**src/rtl/fmul_arbiter_if.sv**
```systemverilog
// Requester-side bus of the shared FP multiplier arbiter.
// Operand and rounding fields are packed per requester, lowest index in the lowest bits.
interface fmul_arbiter_if #(
    parameter int precision = 32,
    parameter int NUM_REQ   = 4
);
    logic [NUM_REQ-1:0]           req;
    logic [NUM_REQ*precision-1:0] req_a;
    logic [NUM_REQ*precision-1:0] req_b;
    logic [2*NUM_REQ-1:0]         req_rounding;

    logic [NUM_REQ-1:0]           grant;
    logic [NUM_REQ-1:0]           resp_valid;
    logic [precision-1:0]         resp_result;
    logic                         resp_inv_op;
    logic                         resp_err;
    logic                         busy;

    // Requester side: drives requests, observes grant and responses.
    modport master (
        output req, req_a, req_b, req_rounding,
        input  grant, resp_valid, resp_result, resp_inv_op, resp_err, busy
    );

    // Arbiter side.
    modport slave (
        input  req, req_a, req_b, req_rounding,
        output grant, resp_valid, resp_result, resp_inv_op, resp_err, busy
    );
endinterface

```
**src/rtl/fmul_arbiter.sv**
```systemverilog
// Round-robin arbiter sharing one FP multiplier among NUM_REQ requesters.
// Each operation is launched by releasing the multiplier's active-low reset.
module fmul_arbiter #(
    parameter int precision = 32,
    parameter int NUM_REQ   = 4,
    parameter int TIMEOUT   = 16
) (
    input  logic                 clk,
    input  logic                 reset,
    fmul_arbiter_if.slave        bus,
    output logic                 mult_reset,
    output logic [precision-1:0] mult_a,
    output logic [precision-1:0] mult_b,
    output logic [1:0]           mult_rounding,
    input  logic [precision-1:0] mult_result,
    input  logic                 mult_done,
    input  logic                 mult_inv_op
);

    localparam int ID_W   = (NUM_REQ > 1) ? $clog2(NUM_REQ) : 1;
    localparam int CNT_W  = $clog2(TIMEOUT) + 1;
    localparam int EXP_W  = (precision == 64) ? 11 : ((precision == 16) ? 5 : 8);
    localparam int MANT_W = precision - 1 - EXP_W;

    // Quiet NaN returned when the multiplier never signals completion.
    localparam logic [precision-1:0] QNAN = {1'b0, {EXP_W{1'b1}}, 1'b1, {(MANT_W-1){1'b0}}};
    localparam logic [CNT_W-1:0]     CNT_LAST = CNT_W'(TIMEOUT - 1);

    typedef enum logic [1:0] {
        IDLE = 2'd0,
        RUN  = 2'd1,
        RESP = 2'd2
    } state_t;

    state_t                state_reg;
    logic [ID_W-1:0]       ptr_reg;
    logic [ID_W-1:0]       winner_reg;
    logic [ID_W-1:0]       winner_next;
    logic                  any_req;
    logic [CNT_W-1:0]      cnt_reg;

    logic                  mult_reset_reg;
    logic [precision-1:0]  mult_a_reg;
    logic [precision-1:0]  mult_b_reg;
    logic [1:0]            mult_rounding_reg;

    logic [NUM_REQ-1:0]    resp_valid_reg;
    logic [precision-1:0]  resp_result_reg;
    logic                  resp_inv_op_reg;
    logic                  resp_err_reg;
    logic                  busy_reg;

    logic [precision-1:0]  a_slice   [NUM_REQ];
    logic [precision-1:0]  b_slice   [NUM_REQ];
    logic [1:0]            rnd_slice [NUM_REQ];
    logic [ID_W-1:0]       cand_idx  [NUM_REQ];

    // cand_idx[k] is the requester examined k-th, starting just after the pointer.
    generate
        for (genvar gi = 0; gi < NUM_REQ; gi++) begin : g_slice
            assign a_slice[gi]   = bus.req_a[gi*precision +: precision];
            assign b_slice[gi]   = bus.req_b[gi*precision +: precision];
            assign rnd_slice[gi] = bus.req_rounding[2*gi +: 2];
            assign cand_idx[gi]  = ID_W'((int'(ptr_reg) + 1 + gi) % NUM_REQ);
        end
    endgenerate

    // Descending scan so the earliest candidate in round-robin order wins.
    always_comb begin
        winner_next = '0;
        any_req     = 1'b0;
        for (int k = NUM_REQ - 1; k >= 0; k--) begin
            if (bus.req[cand_idx[k]]) begin
                winner_next = cand_idx[k];
                any_req     = 1'b1;
            end
        end
    end

    assign bus.grant = (reset && (state_reg == IDLE) && any_req)
                       ? (NUM_REQ'(1) << winner_next) : '0;

    assign bus.resp_valid  = resp_valid_reg;
    assign bus.resp_result = resp_result_reg;
    assign bus.resp_inv_op = resp_inv_op_reg;
    assign bus.resp_err    = resp_err_reg;
    assign bus.busy        = busy_reg;

    assign mult_reset    = mult_reset_reg;
    assign mult_a        = mult_a_reg;
    assign mult_b        = mult_b_reg;
    assign mult_rounding = mult_rounding_reg;

    always_ff @(posedge clk) begin
        if (!reset) begin
            state_reg         <= IDLE;
            ptr_reg           <= ID_W'(NUM_REQ - 1);
            winner_reg        <= '0;
            cnt_reg           <= '0;
            mult_reset_reg    <= 1'b0;
            mult_a_reg        <= '0;
            mult_b_reg        <= '0;
            mult_rounding_reg <= '0;
            resp_valid_reg    <= '0;
            resp_result_reg   <= '0;
            resp_inv_op_reg   <= 1'b0;
            resp_err_reg      <= 1'b0;
            busy_reg          <= 1'b0;
        end else begin
            case (state_reg)
                IDLE: begin
                    resp_valid_reg <= '0;
                    mult_reset_reg <= 1'b0;
                    if (any_req) begin
                        winner_reg        <= winner_next;
                        ptr_reg           <= winner_next;
                        mult_a_reg        <= a_slice[winner_next];
                        mult_b_reg        <= b_slice[winner_next];
                        mult_rounding_reg <= rnd_slice[winner_next];
                        mult_reset_reg    <= 1'b1;
                        cnt_reg           <= '0;
                        busy_reg          <= 1'b1;
                        state_reg         <= RUN;
                    end
                end

                // Completion takes priority over a timeout in the same cycle.
                RUN: begin
                    cnt_reg <= cnt_reg + 1'b1;
                    if (mult_done) begin
                        resp_result_reg <= mult_result;
                        resp_inv_op_reg <= mult_inv_op;
                        resp_err_reg    <= 1'b0;
                        mult_reset_reg  <= 1'b0;
                        resp_valid_reg  <= NUM_REQ'(1) << winner_reg;
                        state_reg       <= RESP;
                    end else if (cnt_reg == CNT_LAST) begin
                        resp_result_reg <= QNAN;
                        resp_inv_op_reg <= 1'b0;
                        resp_err_reg    <= 1'b1;
                        mult_reset_reg  <= 1'b0;
                        resp_valid_reg  <= NUM_REQ'(1) << winner_reg;
                        state_reg       <= RESP;
                    end
                end

                RESP: begin
                    resp_valid_reg <= '0;
                    busy_reg       <= 1'b0;
                    state_reg      <= IDLE;
                end

                default: begin
                    state_reg <= IDLE;
                end
            endcase
        end
    end

endmodule

```
**src/flat_wrapper.sv**
```systemverilog
// flat-port wrapper written by rule: the top's interface ports become plain ports
module fmul_arbiter_flat 
#(
    parameter int precision = 32,
    parameter int NUM_REQ   = 4,
    parameter int TIMEOUT   = 16
)
  (clk, reset, mult_reset, mult_a, mult_b, mult_rounding, mult_result, mult_done, mult_inv_op, bus_req, bus_req_a, bus_req_b, bus_req_rounding, bus_grant, bus_resp_valid, bus_resp_result, bus_resp_inv_op, bus_resp_err, bus_busy);
  fmul_arbiter_if #(.precision(precision), .NUM_REQ(NUM_REQ)) bus_i ();
  input  logic clk;
  input  logic reset;
  output logic mult_reset;
  output logic [precision-1:0] mult_a;
  output logic [precision-1:0] mult_b;
  output logic [1:0] mult_rounding;
  input  logic [precision-1:0] mult_result;
  input  logic mult_done;
  input  logic mult_inv_op;
  input wire logic [$bits(bus_i.req)-1:0] bus_req;
  input wire logic [$bits(bus_i.req_a)-1:0] bus_req_a;
  input wire logic [$bits(bus_i.req_b)-1:0] bus_req_b;
  input wire logic [$bits(bus_i.req_rounding)-1:0] bus_req_rounding;
  output wire logic [$bits(bus_i.grant)-1:0] bus_grant;
  output wire logic [$bits(bus_i.resp_valid)-1:0] bus_resp_valid;
  output wire logic [$bits(bus_i.resp_result)-1:0] bus_resp_result;
  output wire logic [$bits(bus_i.resp_inv_op)-1:0] bus_resp_inv_op;
  output wire logic [$bits(bus_i.resp_err)-1:0] bus_resp_err;
  output wire logic [$bits(bus_i.busy)-1:0] bus_busy;
  assign bus_i.req = bus_req;
  assign bus_i.req_a = bus_req_a;
  assign bus_i.req_b = bus_req_b;
  assign bus_i.req_rounding = bus_req_rounding;
  assign bus_grant = bus_i.grant;
  assign bus_resp_valid = bus_i.resp_valid;
  assign bus_resp_result = bus_i.resp_result;
  assign bus_resp_inv_op = bus_i.resp_inv_op;
  assign bus_resp_err = bus_i.resp_err;
  assign bus_busy = bus_i.busy;
  fmul_arbiter #(.precision(precision), .NUM_REQ(NUM_REQ), .TIMEOUT(TIMEOUT)) u_core (.clk(clk), .reset(reset), .bus(bus_i), .mult_reset(mult_reset), .mult_a(mult_a), .mult_b(mult_b), .mult_rounding(mult_rounding), .mult_result(mult_result), .mult_done(mult_done), .mult_inv_op(mult_inv_op));
endmodule
```
**config.mk**
```make
export PLATFORM = sky130hd
export DESIGN_NAME = fmul_arbiter_flat
export DESIGN_NICKNAME = d
export VERILOG_FILES = /design/src/rtl/fmul_arbiter_if.sv /design/src/rtl/fmul_arbiter.sv /design/src/flat_wrapper.sv
export SDC_FILE = /design/constraint.sdc
export NUM_CORES = 1
export LEC_CHECK = 0
export BUFFER_PORTS_ARGS = -buffer_cell sky130_fd_sc_hd__clkbuf_2
export CAP_MARGIN = 5
export CORE_AREA = 2 2 160 162
export CTS_BUF_LIST = sky130_fd_sc_hd__clkbuf_2
export CTS_CLUSTER_DIAMETER = 60
export DETAILED_ROUTE_END_ITERATION = 8
export DIE_AREA = 0 0 162 164
export HOLD_SLACK_MARGIN = 0.15
export PLACE_DENSITY = 0.62
export SETUP_SLACK_MARGIN = 0.15
export SYNTH_ARGS = -nofsm -noshare
export SYNTH_HDL_FRONTEND = slang
export SYNTH_SLANG_ARGS = --single-unit
```
**constraint.sdc**
```tcl
create_clock -name clk -period 3.2 [get_ports clk]
set_clock_uncertainty 0.2 [all_clocks]
set_input_delay 0.16 -clock clk [delete_from_list [all_inputs] [get_ports clk]]
set_output_delay 0.16 -clock clk [all_outputs]
set_load 0.1 [all_outputs]
```
==> results.cfg, run 1 <==
[outcome]
outcome = aborted with a tool error
error = [ERROR RSZ-0060] Max buffer count reached.
failing_step = 4_1_cts

[clock_tree]
cts_hold_buf = 296
clock_sinks = 117
cts_root_buf = clkbuf_2
post_cts_buffers = 0
cts_buffer_depth = 2
cts-buffers-inserted = 17
ctsResizeCount = 2
htree_num_levels = 4

[logic_synthesis]
async_reset_ff_share_pct = 0
yosysWarnings = 0
syn_area_per_cell_um2 = 8.63
synth_edf_count = 0
ys_seq_elements = 117
ys_types = 38
synth.top_cell.area_share_pct = 35.8
yosysTopAreaCell = dfxtp_1
ys.flop_type = dfxtp_1
synth_fp_nets = 1063
yosysSeqAreaShare_pct = 35.8
synth_area_leaders = dfxtp_1, mux2i_1, a21o_1
synth_cells = 757
synth_area_um2 = 6540

[floorplan]
initial_utilization_pct = 26.3
io_pins = 414
std_cell_rows = 58
die_w_um = 162
die_h_um = 164

[placed_design]
dpl.hpwl_um = 19200
port_buffers = 413
dp_cells = 1436
globalplace.congestion = 0.869
-- through the flow --
stage / instance area [µm²] / utilization (%) / worst slack, ns
3_5_place_dp: 8980 / 36.2 / 0.764
3_3_place_gp: 8980 / 36.2 / 0.800
2_1_floorplan: 6540 / - / 0.282
-- Yosys cell counts (all sizes together) (2+ instances only) --
master  number
nor2b       34
ha           2
inv          4
nand2       74
dfxtp      117
a21o        69
o31ai       66
buf         30
a21oi        4
clkbuf      55
nand2b       3
nand4       66
o21ai       10
o21a         2
mux2i       66
nand3        3
o211ai      66
a21boi       2
o211a        9
nor2        19
nor3         4
nand3b       9
a22oi       29
and2         5
-- kinds of logic after synthesis --
kind of cell               synth area share, %
AOI/OAI and AO/OA                         29.7
and+or+nand+nor                           17.8
DFF                                       35.8
buffers and inverters                     5.97
muxes                                     10.3
adders and majority gates                0.383
==> inputs of run 2 (changes only) <==
==> config.mk (replaced) <==
export PLATFORM = sky130hd
export DESIGN_NAME = fmul_arbiter_flat
export DESIGN_NICKNAME = d
export VERILOG_FILES = /design/src/rtl/fmul_arbiter_if.sv /design/src/rtl/fmul_arbiter.sv /design/src/flat_wrapper.sv
export SDC_FILE = /design/constraint.sdc
export NUM_CORES = 1
export LEC_CHECK = 0
export BUFFER_PORTS_ARGS = -buffer_cell sky130_fd_sc_hd__clkbuf_2
export CAP_MARGIN = 5
export CORE_MARGIN = 2
export CORE_UTILIZATION = 20
export DETAILED_ROUTE_END_ITERATION = 8
export PLACE_DENSITY_LB_ADDON = 0.15
export SYNTH_ARGS = -nofsm -noshare
export SYNTH_HDL_FRONTEND = slang
export SYNTH_SLANG_ARGS = --single-unit
==> run 2 against run 1 <==
  * The run now ends clean
  * Synthesized area did not move
  * Synthesized cell count stayed put
==> results.cfg, run 2 <==
[outcome]
outcome = complete, no violations

[sta]
worstMarginPinSlew_ns = 0.857
rsz0062_at_grt = no
max_clock_freq_mhz = 327
setup_tns_ns = 0
setup_viol = 0
finalCritPeriodShare_pct = 95.5
slew_headroom_pct = 42.9
slew_violations = 0
period_minus_slack_ns = 3.06
final_hold_viol_count = 0

[routing]
drt-vias-per-instance = 4.63
vias = 8726
drc = 0
first_pass_iters = 4
first_iter_violations = 306
wirelength_um = 34000
wire_per_inst_um = 18.0
ant_nets = 0

[cells_and_area]
final_cell_mix = clkbuf_2, dlygate4sd3_1, dfxtp_1, nand2_1, a21o_1
finalNonFillerCells = 1884
syn_to_final_growth_pct = 94.7
nNetsFinal = 1734
layout-drive-gt1-share_pct = 34.1
layout_commonest_cell = clkbuf_2
fillCellCount = 3338
finalCoreUtilization_pct = 39.3

[floorplan]
std_cell_rows = 66
die_h_um = 185
initial_utilization_pct = 20.2
die_w_um = 185
io_pins = 414
dieArea_um2 = 34100
core_area_um2 = 32400

[setup_path]
r2r-start = u_core.ptr_reg[0]
crit_fanout = 11
reg2regPathDepth = 8
rrSetupSlack_ns = 0.14
worstReg2RegEnd = u_core.mult_b[3]
start_kind = register
crit_type = register to register
required_ns = 3.32
end_kind = register
critical_path_arrival_ns = 3.18

[logic_synthesis]
syn_area_per_cell_um2 = 8.63
synth_cells = 757
yosysMostFrequentCell = dfxtp_1
yosysTopAreaCell = dfxtp_1
ys_types = 38
ys.flop_type = dfxtp_1
async_reset_ff_share_pct = 0
synth_edf_count = 0
synth_area_um2 = 6540
ys_top_cells_by_count = dfxtp_1, nand2_1, a21o_1
yosysWarnings = 0
synth_fp_nets = 1063
ys_seq_elements = 117
synth.top_cell.area_share_pct = 35.8
yosysSeqAreaShare_pct = 35.8
synth_area_leaders = dfxtp_1, mux2i_1, a21o_1

[power]
vdd_drop_max_mv = 0.343
p_int_uw = 3680
cellLeakagePower_uw = 0.00575
p_comb_share_pct = 45.1
powerDensity_nw_per_um2 = 519
power_switching_uw = 2920
seq_power_share_pct = 26.4
power_frac_clock_pct = 28.4
p_sw_share_pct = 44.2

[global_routing]
gr-usage-met2_pct = 33.3
antenna_found_initial = 3
overflow = 0
grt_usage_pct = 19.0
busiest_layer = met2
met3_usage_pct = 5.88
grt_pass1_wl_um = 49800
grt_max_degree = 67
use_met1_pct = 21.1
grt_pass1_vias = 9335

[worst_hold_path]
hold_class = input pin to register
hold_path_end = u_core.bus.resp_result[27]
hold_depth = 3
hold_start = mult_done

[clock_tree]
clock_latency_ns = 0.44
clock_sinks = 117
htree_num_levels = 4
cts_buffer_depth = 2
clk_pin_slew_worst_paths_ns = 0.06
post_cts_buffers = 0
cts_root_buf = clkbuf_16
cts_tree = done
cts-buffers-inserted = 17

[placed_design]
globalplace.congestion = 0.735
dpl.hpwl_um = 21500
dp_cells = 1551
port_buffers = 413

[run]
maxCapViolations = 0
==> run 2: cell counts after synthesis <==
Identical to the previous run, type by type.
==> run 2: power groups by stage <==
stage / clock (µW) / sequential (µW) / combinational [µW]
floorplan: 0 / 2920 / 732
global placement: 0 / 1770 / 2550
detailed placement: 0 / 1770 / 2550
CTS: 1960 / 1740 / 2960
global route: 2020 / 1770 / 3130
finish: 1880 / 1750 / 2980
==> run 2: cell families after synthesis <==
family | synth area share (%)
buf+inv | 5.97
mux | 10.3
simple gates | 17.8
compound gates | 29.7
fa+ha+maj | 0.383
flops | 35.8
==> run 2: routing by layer <==
metal	vias to the layer above	share of wire, %
li1	4218	-
met1	4075	40
met2	375	49
met3	54	7.6
met4	4	3.1
met5	-	0.079
==> run 2: layout make-up <==
| class | instances | area (µm²) | share of cell area [%] |
|---|---|---|---|
| repair buffers | 735 | 5330 | 41.9 |
| well taps | 442 | 553 | 4.35 |
| diodes | 1 | 2.50 | 0.0197 |
| multi-input cells | 553 | 3910 | 30.7 |
| flip-flops and latches | 117 | 2340 | 18.4 |
| clock inverters | 14 | 129 | 1.01 |
| inverters | 4 | 15.0 | 0.118 |
| clock buffers | 18 | 439 | 3.45 |
==> run 2: critical path, stage by stage, from the launching register on <==
cell	delay, ns
dfxtp_1	0.35
nor2b_2	0.11
o21a_4	0.29
nor3_4	0.25
buf_6	0.20
mux2i_1	0.28
dlygate4sd3_1	0.60
o211ai_1	0.08
dlygate4sd3_1	0.57
==> run 2: repair_timing <==
action | in CTS | in global routing
gates resized for setup | 0 | 7
endpoints found under the setup margin | 0 | 11
hold endpoints to repair | 100 | 0
hold buffers | 298 | 0
==> run 2: worst max path at each step <==
| stage | to | startpoint | cells past startpoint | slack, ns |
|---|---|---|---|---|
| after global routing | u_core.mult_a[28] | u_core.ptr_reg[0] | 8 | 0.007 |
| after detailed placement | u_core.mult_b[26] | bus_req[3] | 7 | 0.63 |
| after global placement | u_core.mult_b[21] | bus_req[3] | 7 | 0.65 |
| after floorplan | bus_grant[0] | u_core.state_reg[1] | 7 | 0.28 |
| final | u_core.mult_b[3] | u_core.ptr_reg[0] | 8 | 0.14 |
| after CTS | u_core.mult_a[28] | u_core.ptr_reg[0] | 8 | 0.09 |
==> run 2: metrics by stage <==
step | setup slack, ns | power, µW | instance area, µm² | hold slack, ns
after detailed placement | 0.626 | 4320 | 9130 | 0.224
final | 0.143 | 6600 | 12700 | 0.0323
after floorplan | 0.282 | 3660 | 6540 | 0.115
after global routing | 0.00700 | 6920 | 12700 | 0.0314
after global placement | 0.647 | 4320 | 9130 | 0.216
after CTS | 0.0874 | 6660 | 12700 | 0.000774
(Power assumes the default switching activity.)
==> inputs of run 3 (changes only) <==
--- a/config.mk
+++ b/config.mk
@@ -7,6 +7,7 @@
 export LEC_CHECK = 0
 export BUFFER_PORTS_ARGS = -buffer_cell sky130_fd_sc_hd__clkbuf_2
 export CAP_MARGIN = 5
+export CORE_ASPECT_RATIO = 1.25
 export CORE_MARGIN = 2
 export CORE_UTILIZATION = 20
 export DETAILED_ROUTE_END_ITERATION = 8
==> run 3 against run 2 <==
  * Critical path depth stayed put
  * Register-to-register slack hardly changed
  * Design area is 0.24% lower
  * Hold slack worse by 0.0044 ns
  * Sequential share of layout area hardly changed
  * Wire length is 1.6% lower
  * Highest routed layer unchanged
  * Setup slack worse by 0.0091 ns
==> results.cfg, run 3 (same netlist as run 2, synthesis figures left out) <==
[outcome]
outcome = complete, no violations

[global_routing]
grt_max_degree = 67
grt_usage_pct = 18.8
overflow = 0
antenna_found_initial = 4
grt_pass1_wl_um = 50600
grt_pass1_vias = 9135

[routing]
drc = 0
first_pass_iters = 4
drt-vias-per-instance = 4.73
wirelength_um = 33400
vias = 8768
ant_nets = 0
first_iter_violations = 365
wire_per_inst_um = 18.0

[placed_design]
port_buffers = 413
placed_cell_area_um2 = 9100
preCtsSetupSlack_ns = 0.807
dp_cells = 1524
dpl.hpwl_um = 21200
globalplace.congestion = 0.776

[floorplan]
die_h_um = 206
die_w_um = 166
dieArea_um2 = 34200
std_cell_rows = 74
io_pins = 414
initial_utilization_pct = 20.2
core_area_um2 = 32400

[cells_and_area]
nNetsFinal = 1727
layout-drive-gt1-share_pct = 33.6
design_area_um2 = 12700
layout_commonest_cell = clkbuf_2
syn_to_final_growth_pct = 94.2
fillCellCount = 3332
finalNonFillerCells = 1855
final_cell_mix = clkbuf_2, dlygate4sd3_1, dfxtp_1, nand2_1, a21o_1

[setup_path]
critical_path_arrival_ns = 3.18
worstReg2RegEnd = u_core.mult_b[8]
rrSetupSlack_ns = 0.13
required_ns = 3.31
end_kind = register
crit_top_cell = dlygate4sd3_1
reg2regPathDepth = 8
slowest_delay_ns = 0.59
crit_fanout = 15
start_kind = register
slowest_stage = dlygate4sd3_1
crit_type = register to register
r2r-start = u_core.ptr_reg[0]
worstPathCellList = nor2b_2, o21a_4, nor3_4, buf_4, mux2i_1, dlygate4sd3_1, o211ai_1, dlygate4sd3_1

[power]
cellLeakagePower_uw = 0.00576
vdd_drop_max_mv = 0.254
powerDensity_nw_per_um2 = 534

[clock_tree]
cts_root_buf = clkbuf_16
htree_num_levels = 4
cts-buffers-inserted = 17
post_cts_buffers = 0
cts_buffer_depth = 2
cts_tree = done
clock_sinks = 117
clk_pin_slew_worst_paths_ns = 0.06
clock_latency_ns = 0.42

[worst_hold_path]
hold_path_end = u_core.bus.resp_result[22]
hold_class = input pin to register
hold_start = mult_done
hold_depth = 3

[sta]
fin_ws_ns = 0.134
max_clock_freq_mhz = 326
slew_headroom_pct = 39.8
finalCritPeriodShare_pct = 95.8
setup_viol = 0
worstMarginPinSlew_ns = 0.903
slew_violations = 0
period_minus_slack_ns = 3.07
rsz0062_at_grt = no
finalHoldWorstSlack_ns = 0.0279
final_hold_viol_count = 0
setup_tns_ns = 0

[run]
maxCapViolations = 0
-- run 3: how the worst max path moves through the flow --
stage,from,end,cells after the start
after floorplan,u_core.state_reg[1],bus_grant[0],7
after global placement,bus_req[3],u_core.mult_b[8],7
after detailed placement,bus_req[3],u_core.mult_b[14],7
after CTS,u_core.ptr_reg[0],u_core.mult_b[5],8
after global routing,u_core.ptr_reg[0],u_core.mult_b[8],8
final,u_core.ptr_reg[0],u_core.mult_b[8],8
-- run 3: repair_timing --
item	in CTS	in global routing
hold endpoints to repair	100	0
endpoints found under the setup margin	0	3
gates resized for setup	0	2
hold buffers	295	0
-- run 3: final cells by class --
class                   count  area, µm²  area share (%)
repair buffers            729       5300            41.8
flip-flops and latches    117       2340            18.5
clock inverters            11        150            1.18
multi-input cells         552       3880            30.6
inverters                   4       15.0           0.118
diodes                      3       7.51          0.0591
well taps                 418        523            4.12
clock buffers              21        470            3.71
-- run 3: power breakdown --
part           internal, µW  switching [µW]  leakage, µW  total (µW)
sequential             1630             106     0.000961        1740
clock                  1290             775     0.000288        2060
combinational           955            2020      0.00451        2970
-- run 3: routing by layer --
metal | track usage, % | part of all wire, %
met4 | 7.05 | 2.3
met2 | 33.3 | 50
met1 | 21.5 | 41
met5 | 0 | 0.072
met3 | 5.25 | 6.6
-- run 3: worst max-delay path: cells and delay by family, from the launching register on --
family,cells,cell delay (ns)
buf+inv,3,1.35
compound gates,2,0.45
simple gates,2,0.41
flops,1,0.33
mux,1,0.20
-- run 3: through the flow --
| stage | total power, µW | utilization, % |
|---|---|---|
| floorplan | 3660 | - |
| global placement | 4320 | 28.1 |
| detailed placement | 4330 | 28.1 |
| CTS | 6840 | 39.1 |
| global route | 7070 | 39.2 |
| finish | 6780 | 39.2 |
